--- config.mk ---
export PLATFORM = sky130hd
export DESIGN_NAME = envelope_line_seq
export DESIGN_NICKNAME = d
export VERILOG_FILES = /design/src/rtl/envelope_seq_pkg.sv /design/src/rtl/env_sat_trunc.sv /design/src/rtl/envelope_line_seq.sv
export SDC_FILE = /design/constraint.sdc
export NUM_CORES = 1
export LEC_CHECK = 0
export BUFFER_PORTS_ARGS = -buffer_cell sky130_fd_sc_hd__buf_2
export CAP_MARGIN = 25
export CORE_UTILIZATION = 30
export DETAILED_ROUTE_END_ITERATION = 12
export GPL_ROUTABILITY_DRIVEN = 0
export PLACE_DENSITY = 0.55
export SLEW_MARGIN = 10
export SYNTH_ARGS = -nofsm -noshare
export SYNTH_HDL_FRONTEND = slang
export SYNTH_SLANG_ARGS = --single-unit
--- constraint.sdc ---
create_clock -name CLK -period 2.1 [get_ports CLK]
set_clock_uncertainty 0.1 [all_clocks]
set_input_delay 0.42 -clock CLK [delete_from_list [all_inputs] [get_ports CLK]]
set_output_delay 0.42 -clock CLK [all_outputs]
set_load 0.02 [all_outputs]
--- src/rtl/envelope_seq_pkg.sv ---
// Shared types and widths for the envelope scanline sequencer.
package envelope_seq_pkg;

  localparam int DATA_W = 18;
  localparam int ENV_W  = 48;
  localparam int OUT_W  = 16;

  typedef enum logic [2:0] {
    IDLE,
    CLEAR,
    SKIP,
    ACQ,
    FLUSH,
    DRAIN,
    DONE
  } seq_state_e;

  // Bits needed for a counter that runs 0..n-1.
  function automatic int cnt_w(input int n);
    return (n < 2) ? 1 : $clog2(n);
  endfunction

endpackage

--- src/rtl/env_sat_trunc.sv ---
// Arithmetic right shift of the 48-bit envelope value, clamped to 0..65535.
module env_sat_trunc
  import envelope_seq_pkg::*;
#(
  parameter int OUT_SHIFT = 16
) (
  input  logic signed [ENV_W-1:0] din_i,
  output logic        [OUT_W-1:0] dout_o
);

  logic signed [ENV_W-1:0] shifted;

  always_comb begin
    shifted = din_i >>> OUT_SHIFT;
    if (shifted[ENV_W-1]) begin
      dout_o = '0;
    end else if (|shifted[ENV_W-2:OUT_W]) begin
      dout_o = '1;
    end else begin
      dout_o = shifted[OUT_W-1:0];
    end
  end

endmodule

--- src/rtl/envelope_line_seq.sv ---
// Sequences one scanline through the envelope datapath: clear, dead-zone skip,
// acquisition, pipeline flush, then decimated and saturated output capture.
module envelope_line_seq
  import envelope_seq_pkg::*;
#(
  parameter int LINE_LEN   = 2048,
  parameter int SKIP_LEN   = 64,
  parameter int CLR_CYCLES = 8,
  parameter int FLUSH_LEN  = 32,
  parameter int DECIM      = 4,
  parameter int OUT_SHIFT  = 16,
  parameter int DRAIN_MAX  = 256
) (
  input  logic                    CLK,
  input  logic                    reset,
  input  logic                    start,
  input  logic                    abort,
  input  logic signed [DATA_W-1:0] s_data,
  input  logic                    s_valid,
  output logic        [DATA_W-1:0] env_datai,
  output logic                    env_reset,
  input  logic                    env_valid,
  input  logic signed [ENV_W-1:0] env_dout,
  output logic        [OUT_W-1:0] m_data,
  output logic                    m_valid,
  output logic                    m_last,
  output logic                    busy,
  output logic                    line_done,
  output logic                    timeout_err
);

  localparam int CLR_W   = cnt_w(CLR_CYCLES);
  localparam int SKIP_W  = cnt_w(SKIP_LEN);
  localparam int BEAT_W  = cnt_w(LINE_LEN);
  localparam int FLUSH_W = cnt_w(FLUSH_LEN);
  localparam int DRAIN_W = cnt_w(DRAIN_MAX);
  localparam int CAP_W   = cnt_w(LINE_LEN + 1);
  localparam int DEC_W   = cnt_w(DECIM);
  localparam int LAST_K  = DECIM * ((LINE_LEN + DECIM - 1) / DECIM - 1);

  seq_state_e         state_q, state_d;
  logic [CLR_W-1:0]   clr_cnt_q, clr_cnt_d;
  logic [SKIP_W-1:0]  skip_cnt_q, skip_cnt_d;
  logic [BEAT_W-1:0]  beat_cnt_q, beat_cnt_d;
  logic [FLUSH_W-1:0] flush_cnt_q, flush_cnt_d;
  logic [DRAIN_W-1:0] drain_cnt_q, drain_cnt_d;
  logic [CAP_W-1:0]   cap_cnt_q, cap_cnt_d;
  logic [DEC_W-1:0]   dec_cnt_q, dec_cnt_d;
  logic [OUT_W-1:0]   m_data_q, m_data_d;
  logic               m_valid_q, m_valid_d;
  logic               m_last_q, m_last_d;
  logic               last_seen_q, last_seen_d;
  logic               timeout_q, timeout_d;

  logic [OUT_W-1:0]   sat_data;
  logic               abort_hit;
  logic               cap_en;

  env_sat_trunc #(.OUT_SHIFT(OUT_SHIFT)) u_sat (
    .din_i  (env_dout),
    .dout_o (sat_data)
  );

  assign abort_hit = abort && (state_q != IDLE);
  assign cap_en    = env_valid && (cap_cnt_q < CAP_W'(LINE_LEN)) &&
                     ((state_q == ACQ) || (state_q == FLUSH) || (state_q == DRAIN));

  always_comb begin
    // NOTE: every next-state signal gets its hold value first so no path
    // through the case statement can infer a latch.
    state_d     = state_q;
    clr_cnt_d   = clr_cnt_q;
    skip_cnt_d  = skip_cnt_q;
    beat_cnt_d  = beat_cnt_q;
    flush_cnt_d = flush_cnt_q;
    drain_cnt_d = drain_cnt_q;
    cap_cnt_d   = cap_cnt_q;
    dec_cnt_d   = dec_cnt_q;
    m_data_d    = m_data_q;
    m_valid_d   = 1'b0;
    m_last_d    = 1'b0;
    last_seen_d = last_seen_q;
    timeout_d   = timeout_q;

    if (cap_en) begin
      cap_cnt_d = cap_cnt_q + 1'b1;
      dec_cnt_d = (dec_cnt_q == DEC_W'(DECIM - 1)) ? '0 : dec_cnt_q + 1'b1;
      if (dec_cnt_q == '0) begin
        m_valid_d = 1'b1;
        m_data_d  = sat_data;
        if (cap_cnt_q == CAP_W'(LAST_K)) begin
          m_last_d    = 1'b1;
          last_seen_d = 1'b1;
        end
      end
    end

    case (state_q)
      IDLE: begin
        if (start && !abort) begin
          state_d   = CLEAR;
          clr_cnt_d = '0;
          timeout_d = 1'b0;
        end
      end
      CLEAR: begin
        skip_cnt_d  = '0;
        beat_cnt_d  = '0;
        flush_cnt_d = '0;
        drain_cnt_d = '0;
        cap_cnt_d   = '0;
        dec_cnt_d   = '0;
        last_seen_d = 1'b0;
        clr_cnt_d   = clr_cnt_q + 1'b1;
        if (clr_cnt_q == CLR_W'(CLR_CYCLES - 1)) begin
          state_d = (SKIP_LEN == 0) ? ACQ : SKIP;
        end
      end
      SKIP: begin
        if (s_valid) begin
          skip_cnt_d = skip_cnt_q + 1'b1;
          if (skip_cnt_q == SKIP_W'(SKIP_LEN - 1)) state_d = ACQ;
        end
      end
      ACQ: begin
        if (s_valid) begin
          beat_cnt_d = beat_cnt_q + 1'b1;
          if (beat_cnt_q == BEAT_W'(LINE_LEN - 1)) begin
            state_d = (FLUSH_LEN == 0) ? DRAIN : FLUSH;
          end
        end
      end
      FLUSH: begin
        flush_cnt_d = flush_cnt_q + 1'b1;
        if (flush_cnt_q == FLUSH_W'(FLUSH_LEN - 1)) state_d = DRAIN;
      end
      DRAIN: begin
        drain_cnt_d = drain_cnt_q + 1'b1;
        if (last_seen_q) begin
          state_d = DONE;
        end else if (drain_cnt_q == DRAIN_W'(DRAIN_MAX - 1)) begin
          state_d   = DONE;
          timeout_d = 1'b1;
        end
      end
      DONE:    state_d = IDLE;
      default: state_d = IDLE;
    endcase

    // An aborted line produces nothing further on the output stream.
    if (abort_hit) begin
      state_d   = IDLE;
      m_valid_d = 1'b0;
      m_last_d  = 1'b0;
    end
  end

  always_ff @(posedge CLK) begin
    // NOTE: state updates use non-blocking assignments so every register
    // samples the pre-edge values of its neighbours.
    if (reset) begin
      state_q     <= IDLE;
      clr_cnt_q   <= '0;
      skip_cnt_q  <= '0;
      beat_cnt_q  <= '0;
      flush_cnt_q <= '0;
      drain_cnt_q <= '0;
      cap_cnt_q   <= '0;
      dec_cnt_q   <= '0;
      m_data_q    <= '0;
      m_valid_q   <= 1'b0;
      m_last_q    <= 1'b0;
      last_seen_q <= 1'b0;
      timeout_q   <= 1'b0;
    end else begin
      state_q     <= state_d;
      clr_cnt_q   <= clr_cnt_d;
      skip_cnt_q  <= skip_cnt_d;
      beat_cnt_q  <= beat_cnt_d;
      flush_cnt_q <= flush_cnt_d;
      drain_cnt_q <= drain_cnt_d;
      cap_cnt_q   <= cap_cnt_d;
      dec_cnt_q   <= dec_cnt_d;
      m_data_q    <= m_data_d;
      m_valid_q   <= m_valid_d;
      m_last_q    <= m_last_d;
      last_seen_q <= last_seen_d;
      timeout_q   <= timeout_d;
    end
  end

  // Samples reach the envelope only on acquisition beats; zero otherwise.
  assign env_datai   = (!reset && !abort_hit && (state_q == ACQ) && s_valid) ?
                       s_data : '0;
  assign env_reset   = reset || (state_q == CLEAR) || abort_hit;
  assign busy        = !reset && (state_q != IDLE);
  assign line_done   = !reset && (state_q == DONE);
  assign m_data      = m_data_q;
  assign m_valid     = m_valid_q;
  assign m_last      = m_last_q;
  assign timeout_err = timeout_q;

endmodule
==> results of run 1 <==
worst register-to-register path, stage by stage (launching register included):
cell,delay (ns)
dfxtp_1,0.32
ha_1,0.20
ha_1,0.17
or3b_2,0.43
a21oi_1,0.30
nor2_1,0.11
a31o_2,0.21
layout make-up:
class,count,area share (%)
inverter,13,1.01
tap,147,3.80
timing repair buffer,122,16.4
sequential,70,29.1
multi-input combinational,314,43.5
clock inverter,6,1.47
clock buffer,10,4.73
cells by family after synthesis:
logic type                 count (synthesis)  synth area share, %
and+or+nand+nor                          180                 26.5
AOI/OAI and AO/OA                        102                 21.1
adders and majority gates                 11                 3.72
muxes                                      3                0.812
DFF                                       70                 37.9
buffers and inverters                     39                 5.65
xor gates and xnor gates                  18                 4.26
power groups by stage:
stage | clock network [uW] | logic [uW] | registers [uW]
after floorplan | 0 | 164 | 1370
after global placement | 0 | 275 | 1380
after detailed placement | 0 | 279 | 1380
after CTS | 1560 | 285 | 1350
after global routing | 1630 | 312 | 1350
final | 1520 | 283 | 1350
registers in the layout, summed over array words and instances, names as in the netlist, 2 cells and up:
name         cells
beat_cnt_q      11
cap_cnt_q       12
clr_cnt_q        3
dec_cnt_q        2
drain_cnt_q      8
flush_cnt_q      5
m_data          16
skip_cnt_q       6
state_q          3
cell usage after synthesis (3+ instances only):
cell | number | share of area, %
nand3_1 | 11 | 1.5
o21ai_0 | 21 | 2.8
ha_1 | 11 | 3.7
nor3_1 | 10 | 1.4
clkbuf_1 | 11 | 1.1
nand2_1 | 18 | 1.8
o2bb2ai_2 | 9 | 3.7
a21oi_1 | 31 | 4.2
nand2b_1 | 8 | 1.4
inv_1 | 13 | 1.3
buf_2 | 7 | 0.95
nor2_1 | 53 | 5.4
xnor2_1 | 13 | 3.1
o2bb2ai_1 | 6 | 1.4
or2_2 | 3 | 0.51
and2_1 | 21 | 3.6
buf_6 | 4 | 1.2
or3_1 | 12 | 2.0
xor2_1 | 5 | 1.2
mux2i_1 | 3 | 0.81
nor4_1 | 8 | 1.4
a22o_1 | 3 | 0.71
dfxtp_1 | 70 | 38
a211oi_1 | 3 | 0.61
and3_1 | 3 | 0.51
nor2b_1 | 6 | 1.0
nand4_1 | 10 | 1.7
placed cells by master (no fill, tap or decap), types with 3 or more instances in the layout:
master / n
a211oi_1: 3
a21oi_1: 30
a22o_1: 3
and2_1: 21
and3_1: 3
buf_2: 77
buf_4: 28
buf_6: 16
clkbuf_16: 9
dfxtp_1: 67
ha_1: 11
inv_1: 13
mux2i_1: 3
nand2_1: 18
nand2b_1: 8
nand3_1: 11
nand4_1: 10
nor2_1: 53
nor2b_1: 6
nor3_1: 10
nor4_1: 8
o21ai_0: 21
o2bb2ai_1: 6
o2bb2ai_2: 9
or2_2: 3
or3_1: 11
xnor2_1: 13
xor2_1: 5
worst paths after layout:
kind / endpoint / cells past startpoint / from / slack (ns)
min: m_data[11]$_SDFFE_PP0P_ / 3 / env_dout[27] / 0.22
min reg2reg: m_data[5]$_SDFFE_PP0P_ / 1 / m_data[5]$_SDFFE_PP0P_ / 0.35
max reg2reg: state_q[0]$_SDFFE_PP0P_ / 6 / clr_cnt_q[0]$_SDFFE_PP0P_ / 0.15
max: env_reset / 4 / state_q[2]$_SDFFE_PP0P_ / 0.01
per-stage QoR:
stage               cells  setup TNS, ns
finish                682              0
global route          682         -0.782
CTS                   682              0
detailed placement    664              0
global placement      664              0
floorplan             423              0
layer usage:
metal  share of wire, %  routed length, um
met5                  0                  0
met3                4.8                423
met2                 46               4020
met4                1.2                105
met1                 48               4270
repair_timing:
action	4_1_cts	5_1_grt
setup endpoints to repair	21	19
resized for setup	10	31
hold buffers	0	0
buffers inserted	2	0
==> metrics.yaml, run 1 <==
cts:
  cts_tree: "built"
  clock_latency_ns: 0.33
  max-clock-path-buffers: 2
  cts.sinks: 70
  cts_buffers: 9
  clk_pin_slew_worst_paths_ns: 0.06
  cts_root_buf: "clkbuf_16"
  htree_levels: 3
power_and_ir_drop:
  power_switching_uw: 764
  p_comb_share_pct: 9.0
  max-vdd-ir-drop_mv: 0.316
  leakagePower_uw: 0.00194
  swShare_pct: 24.3
  clkPwrFrac_pct: 48.3
  powerDensity_nw_per_um2: 651
  p_total_uw: 3150
  intPower_uw: 2390
  seq_power_share_pct: 42.7
floorplan:
  fp.dieH_um: 113
  die_area_um2: 12800
  fp.coreArea_um2: 12000
  chipWidth_um: 113
  row_count: 40
  initial_core_util_pct: 30.8
  ioPinCount: 112
logic_synthesis:
  synth_ff_type: "dfxtp_1"
  yosysUniqueCellTypes: 67
  synthArstFlopShare_pct: 0
  ys_ff_latch: 70
  synth_cells: 423
  ys_seq_area_share_pct: 37.9
  syn_area_per_cell_um2: 8.75
  synth-edff-count: 0
  yosysWarningCount: 0
  syn-cell-area_um2: 3700
  synth_nets: 506
cells_and_area:
  fin_util_pct: 40.3
  antenna_cells: 0
  fill_cells: 1211
  finalNetCount: 613
  stdcell_area_um2: 4840
  final-seq-area_um2: 1410
  multi_input_area_um2: 2100
  syn2layout_area_growth_pct: 30.9
  layout-drive-gt1-share_pct: 31.0
detailed_routing:
  routed_wl_mm: 8.82
  first_iter_violations: 202
  wire_per_inst_um: 12.9
  drc: 0
  antenna_left: 0
  dr.pass1.iters: 4
  viasPerCell: 4.94
  num_vias: 3370
run_status:
  status: "completed"
worst_setup_path:
  slowest_delay_ns: 0.41
  cp_num_buf_inv: 1
  worstPathArrival_ns: 1.57
  cp_cell_sequence: "or3_4, a21oi_2, o21ai_0, buf_2"
  critPathLaunchType: "register"
  crit_path_end_kind: "output port"
  path_delay_family: "simple AND/OR/NAND/NOR gates"
  cp_slowest_cell: "or3_4"
  crit_required_ns: 1.58
  crit_type: "reg2out"
  crit_fanout: 5
global_routing:
  gr-total-overflow: 0
  grtUsageMet3_pct: 3.59
  gr-max-usage-layer: "met2"
  antenna_found_initial: 0
  grt_use_met1_pct: 17.5
  grt.met2_usage_pct: 23.0
  track_usage_pct: 13.8
  grt_pass1_wl_mm: 14.4
  grt_pass1_vias: 3171
  grt_max_degree: 32
run:
  max-cap-violations: 0
placement:
  pre_cts_slack_ns: 0.110
  placed_cell_area_um2: 4410
  portBuffers: 95
  dp_hpwl_mm: 6.40
sta:
  slew_headroom_pct: 57.0
  fin_hold_ws_ns: 0.221
  min_period_over_period_pct: 99.5
  worst_pin_slew_ns: 0.644
  slew_violations: 0
  rsz0062_at_grt: "yes"
  period_needed_ns: 2.09
  hold_viol: 0
  fmax_mhz: 479
  layout_setup_ws_ns: 0.0115
  setup_viol: 0
worst_hold_path:
  min_path_type: "in2reg"
Note: power is estimated with default switching activity, not from simulation.
==> run 2: changes to the inputs <==
==> constraint.sdc (replaced) <==
create_clock -name CLK -period 2.1 [get_ports CLK]
set_clock_uncertainty 0.1 [all_clocks]
set_input_delay 0.105 -clock CLK [delete_from_list [all_inputs] [get_ports CLK]]
set_output_delay 0.105 -clock CLK [all_outputs]
set_load 0.02 [all_outputs]
==> run 2 against run 1 <==
Fmax is 4.5% higher. Non-clock buffer count increased by 4. Final cell count increased by 0.59%. Wire length increased by 0.41%. Clock-buffer cell count stayed put. Die area stayed put. Critical path depth increased by 2. Critical endpoint is now state_q[0]$_SDFFE_PP0P_.
==> metrics.yaml, run 2 (synthesized netlist as in run 1, its figures left out) <==
floorplan:
  die_area_um2: 12800  # unchanged
  fp.dieH_um: 113  # unchanged
  chipWidth_um: 113  # unchanged
  fp.coreArea_um2: 12000  # unchanged
  initial_core_util_pct: 30.8  # unchanged
  row_count: 40  # unchanged
  ioPinCount: 112  # unchanged
worst_setup_path:
  critPathLaunchType: "register"  # unchanged
  crit_fanout: 4  # was 5
  worstPathArrival_ns: 2.12  # was 1.57 ns
  crit_type: "reg2reg"  # was reg2out
  crit_path_end_kind: "register"  # was output port
  crit_required_ns: 2.22  # was 1.58 ns
  r2r_slack_ns: 0.10  # was 0.15 ns
sta:
  setup_viol: 0  # unchanged
  period_needed_ns: 2.00  # was 2.09 ns
  rsz0062_at_grt: "no"  # was yes
  fmax_mhz: 500  # was 479 MHz
  min_period_over_period_pct: 95.2  # was 99.5%
  hold_viol: 0  # unchanged
  slew_violations: 0  # unchanged
  setup_tns_ns: 0  # unchanged
  slew_headroom_pct: 58.0  # was 57.0%
  worst_pin_slew_ns: 0.630  # was 0.644 ns
detailed_routing:
  dr.pass1.iters: 4  # unchanged
  antenna_left: 0  # unchanged
  routed_wl_mm: 8.85  # was 8.82 mm
  viasPerCell: 4.96  # was 4.94
  drc: 0  # unchanged
  num_vias: 3402  # was 3370
  first_iter_violations: 153  # was 202
  wire_per_inst_um: 12.9  # about the same
cells_and_area:
  layout-drive-gt1-share_pct: 28.6  # was 31.0%
  largest_reg_flops: 16  # unchanged
  finalNetCount: 617  # was 613
  fin_cells: 686  # was 682
  final_common_cell: "buf_2"  # unchanged
  fill_cells: 1196  # was 1211
  stdcell_area_um2: 4820  # was 4840 um2
  syn2layout_area_growth_pct: 30.2  # was 30.9%
  final_cell_mix: "buf_2, dfxtp_1, nor2_1, a21oi_1, and2_1"  # was buf_2, dfxtp_1, nor2_1, a21oi_1, buf_4
  antenna_cells: 0  # unchanged
global_routing:
  track_usage_pct: 14.0  # was 13.8%
  antenna_found_initial: 0  # unchanged
  grt_pass1_wl_mm: 14.5  # was 14.4 mm
  gr-max-usage-layer: "met2"  # unchanged
  grtUsageMet3_pct: 3.43  # was 3.59%
  grt_pass1_vias: 3199  # was 3171
  grt_use_met1_pct: 17.3  # was 17.5%
  grt_max_degree: 32  # unchanged
  grt.met2_usage_pct: 23.2  # was 23.0%
  gr-total-overflow: 0  # unchanged
cts:
  cts.sinks: 70  # unchanged
  cts_buffers: 9  # unchanged
  htree_levels: 3  # unchanged
  cts_tree: "built"  # unchanged
  max-clock-path-buffers: 2  # unchanged
  clock_latency_ns: 0.33  # about the same
  cts_root_buf: "clkbuf_16"  # unchanged
  clk_pin_slew_worst_paths_ns: 0.06  # about the same
power_and_ir_drop:
  clkPwrFrac_pct: 48.2  # was 48.3%
  p_total_uw: 3170  # was 3150 uW
  max-vdd-ir-drop_mv: 0.258  # was 0.316 mV
  intPower_uw: 2420  # was 2390 uW
  seq_power_share_pct: 42.6  # was 42.7%
  swShare_pct: 23.7  # was 24.3%
  leakagePower_uw: 0.00195  # was 0.00194 uW
  powerDensity_nw_per_um2: 658  # was 651 nW/um2
  p_comb_share_pct: 9.2  # was 9.0%
  power_switching_uw: 752  # was 764 uW
placement:
  dp_hpwl_mm: 6.06  # was 6.40 mm
  placedCellCount: 653  # was 664
  placed_cell_area_um2: 4330  # was 4410 um2
  portBuffers: 95  # unchanged
worst_hold_path:
  min_path_type: "in2reg"  # unchanged
run_status:
  status: "completed"  # unchanged
run:
  max-cap-violations: 0  # unchanged
## run 2: changes by cell type in the layout (fill, tap and decap cells not counted), moves of 2 or more
cell | previous run | this run
buf_2 | 77 | 95
dfxtp_4 | 2 | 0
dlygate4sd3_1 | 0 | 16
clkinv_2 | 0 | 3
buf_6 | 16 | 0
buf_4 | 28 | 13
## run 2: layout make-up
cell class                      count  area (um2)  area share [%]
Sequential cell                    70        1400            29.2
Timing Repair Buffer              126         773            16.1
Clock inverter                      6        61.3            1.27
Clock buffer                       10         239            4.96
Tap cell                          147         184            3.82
Multi-Input combinational cell    314        2110            43.7
Inverter                           13        48.8            1.01
## run 2: final timing paths
path	start	endpoint	cells past startpoint
worst min register to register	last_seen_q$_SDFFE_PP0P_	last_seen_q$_SDFFE_PP0P_	2
worst max register to register	clr_cnt_q[0]$_SDFFE_PP0P_	state_q[0]$_SDFFE_PP0P_	6
worst max-delay path	clr_cnt_q[0]$_SDFFE_PP0P_	state_q[0]$_SDFFE_PP0P_	6
worst min-delay path	start	timeout_err$_SDFFE_PP0P_	4
## run 2: power groups by stage
stage	logic (uW)	clock network, uW	registers, uW
2_1_floorplan	163	0	1370
3_3_place_gp	262	0	1380
3_5_place_dp	265	0	1380
4_1_cts	290	1580	1350
5_1_grt	320	1630	1350
6_report	292	1530	1350
## run 2: timing repair
item / 4_1_cts / 5_1_grt
setup endpoints to repair: 4 / 21
cloned: 0 / 0
hold buffers: 16 / 0
gates resized for setup: 1 / 5
buffers inserted: 1 / 0
pin swaps: 0 / 1
hold endpoints to repair: 16 / 0
## run 2: critical path: stages (launching register included)
cell     delay, ns
dfxtp_1       0.32
ha_1          0.20
ha_1          0.17
or3b_2        0.43
a21oi_1       0.32
nor2_1        0.14
a31o_2        0.22
## run 2: through the flow
step	hold slack [ns]	setup slack, ns	utilization, %
2_1_floorplan	0.155	0.135	-
3_3_place_gp	0.243	0.168	36.0
3_5_place_dp	0.250	0.149	36.0
4_1_cts	0.116	0.0294	40.0
5_1_grt	0.176	0.0188	40.1
6_report	0.139	0.101	40.1
## run 2: layer usage
layer / up-vias / share of wire [%] / wire length (um)
met5: - / 0 / 0
met4: 0 / 1.6 / 142
met3: 11 / 4.6 / 408
met2: 82 / 47 / 4140
met1: 1579 / 47 / 4160
li1: 1730 / - / -
==> run 3: changes to the inputs <==
Settings changed: CORE_ASPECT_RATIO from default to 1.5.
==> run 3 against run 2 <==
Non-clock buffer count up 5. Clock-buffer cell count up 3. Total power up 2.2%. Register-to-register slack better by 0.04 ns. Combinational power down 3%. Critical path depth down 1. Utilization up 0.27 points.
==> metrics.yaml, run 3 (synthesized netlist as in run 1, its figures left out) <==
run_status:
  status: "completed"  # unchanged
worst_setup_path:
  crit_type: "reg2out"  # was reg2reg
  endpoint: "env_reset"  # was state_q[0]$_SDFFE_PP0P_
  r2r-start: "clr_cnt_q[0]$_SDFFE_PP0P_"  # unchanged
  crit_path_end_kind: "output port"  # was register
  crit_fanout: 8  # was 4
  reg2reg_to: "state_q[0]$_SDFFE_PP0P_"  # unchanged
  r2r_slack_ns: 0.14  # was 0.10 ns
  critPathLaunchType: "register"  # unchanged
  worstPathArrival_ns: 1.79  # was 2.12 ns
  setup.worst_path.start: "state_q[0]$_SDFFE_PP0P_"  # was clr_cnt_q[0]$_SDFFE_PP0P_
  crit_required_ns: 1.89  # was 2.22 ns
  worstRegToRegCells: 6  # unchanged
cts:
  cts_root_buf: "clkbuf_16"  # unchanged
  cts_buffers: 9  # unchanged
  clock_latency_ns: 0.34  # was 0.33 ns
  htree_levels: 3  # unchanged
  cts.sinks: 70  # unchanged
  clk_pin_slew_worst_paths_ns: 0.05  # was 0.06 ns
  max-clock-path-buffers: 2  # unchanged
  cts_tree: "built"  # unchanged
cells_and_area:
  antenna_cells: 0  # unchanged
  final-seq-area_um2: 1400  # unchanged
  layout-drive-gt1-share_pct: 28.9  # was 28.6%
  syn2layout_area_growth_pct: 31.1  # was 30.2%
  final_cell_mix: "buf_2, dfxtp_1, nor2_1, a21oi_1"  # was buf_2, dfxtp_1, nor2_1, a21oi_1, and2_1
  multi_input_area_um2: 2090  # was 2110 um2
  stdcell_area_um2: 4850  # was 4820 um2
  final_common_cell: "buf_2"  # unchanged
  fill_cells: 1217  # was 1196
  largest_reg_flops: 16  # unchanged
  finalNetCount: 622  # was 617
  fin_util_pct: 40.4  # was 40.1%
floorplan:
  fp.dieH_um: 138  # was 113 um
  chipWidth_um: 92.7  # was 113 um
  die_area_um2: 12800  # about the same
  ioPinCount: 112  # unchanged
  fp.coreArea_um2: 12000  # about the same
  initial_core_util_pct: 30.8  # about the same
  row_count: 49  # was 40
placement:
  pre_cts_slack_ns: 0.150  # was 0.149 ns
  portBuffers: 95  # unchanged
  dp_hpwl_mm: 6.46  # was 6.06 mm
  placed_cell_area_um2: 4310  # was 4330 um2
sta:
  worst_pin_slew_ns: 0.621  # was 0.630 ns
  fin_hold_ws_ns: 0.000165  # was 0.139 ns
  slew_headroom_pct: 58.6  # was 58.0%
  setup_viol: 0  # unchanged
  hold_viol: 0  # unchanged
  period_needed_ns: 2.00  # about the same
  layout_setup_ws_ns: 0.103  # was 0.101 ns
  slew_violations: 0  # unchanged
  fmax_mhz: 501  # was 500 MHz
  min_period_over_period_pct: 95.1  # was 95.2%
global_routing:
  grt_pass1_vias: 3284  # was 3199
  track_usage_pct: 14.5  # was 14.0%
  gr-total-overflow: 0  # unchanged
  antenna_found_initial: 0  # unchanged
  grt_pass1_wl_mm: 14.9  # was 14.5 mm
  grt_max_degree: 32  # unchanged
worst_hold_path:
  hp-start: "reset"  # was start
  min_path_type: "in2reg"  # unchanged
detailed_routing:
  drc: 0  # unchanged
  num_vias: 3388  # was 3402
  first_iter_violations: 85  # was 153
  antenna_left: 0  # unchanged
  viasPerCell: 4.86  # was 4.96
  routed_wl_mm: 9.03  # was 8.85 mm
  dr.pass1.iters: 4  # unchanged
  wire_per_inst_um: 13.0  # was 12.9 um
power_and_ir_drop:
  leakagePower_uw: 0.00198  # was 0.00195 uW
  powerDensity_nw_per_um2: 668  # was 658 nW/um2
  max-vdd-ir-drop_mv: 0.406  # was 0.258 mV
  p_total_uw: 3240  # was 3170 uW
run:
  max-cap-violations: 0  # unchanged
-- run 3: cell types whose count changed in the layout (fill, tap and decap cells not counted), sizes merged --
cell	change
buf	+5
clkbuf	+3
clkinv	-2
clkinvlp	-1
-- run 3: how the worst min path moves through the flow --
stage / cells past startpoint / end
after floorplan: 2 / m_data[10]$_SDFFE_PP0P_
after global placement: 3 / m_data[10]$_SDFFE_PP0P_
after detailed placement: 3 / m_data[15]$_SDFFE_PP0P_
after CTS: 2 / beat_cnt_q[0]$_SDFFE_PP0P_
after global routing: 2 / beat_cnt_q[0]$_SDFFE_PP0P_
final: 2 / beat_cnt_q[0]$_SDFFE_PP0P_
-- run 3: worst max-delay path: stages (launching register included) --
cell and delay, ns:
dfxtp_2 0.36, buf_4 0.17, or3_1 0.42, a21oi_2 0.20, o21ai_0 0.13, buf_2 0.18
-- run 3: through the flow --
stage | instances | setup TNS (ns)
CTS | 691 | 0
finish | 697 | 0
global placement | 659 | 0
floorplan | 423 | 0
detailed placement | 659 | 0
global route | 697 | -0.000814
-- run 3: power by group --
| group | switching, uW | total, uW | internal [uW] | leakage (uW) |
|---|---|---|---|---|
| Sequential | 11.6 | 1350 | 1340 | 0.000565 |
| Combinational | 157 | 284 | 127 | 0.00125 |
| Clock | 561 | 1610 | 1040 | 0.000162 |
-- run 3: layout make-up --
type	count	share of cell area [%]
Multi-Input combinational cell	314	43.2
Sequential cell	70	28.9
Timing Repair Buffer	131	16.4
Clock buffer	13	5.78
Tap cell	153	3.95
Inverter	13	1.01
Clock inverter	3	0.825
-- run 3: routing by layer --
| metal | vias to the layer above | global-route usage [%] | share of wire (%) |
|---|---|---|---|
| met5 | - | 0 | 0 |
| met4 | 0 | 6.64 | 2.2 |
| met3 | 13 | 3.47 | 4.6 |
| met2 | 89 | 25.9 | 50 |
| met1 | 1539 | 15.9 | 43 |
| li1 | 1747 | - | - |
-- run 3: timing repair --
| action | 4_1_cts | 5_1_grt |
|---|---|---|
| resized for setup | 1 | 4 |
| hold buffers | 16 | 0 |
| pin swaps | 0 | 3 |
| hold endpoints to repair | 16 | 0 |
| setup endpoints to repair | 1 | 19 |
| setup buffers | 0 | 6 |
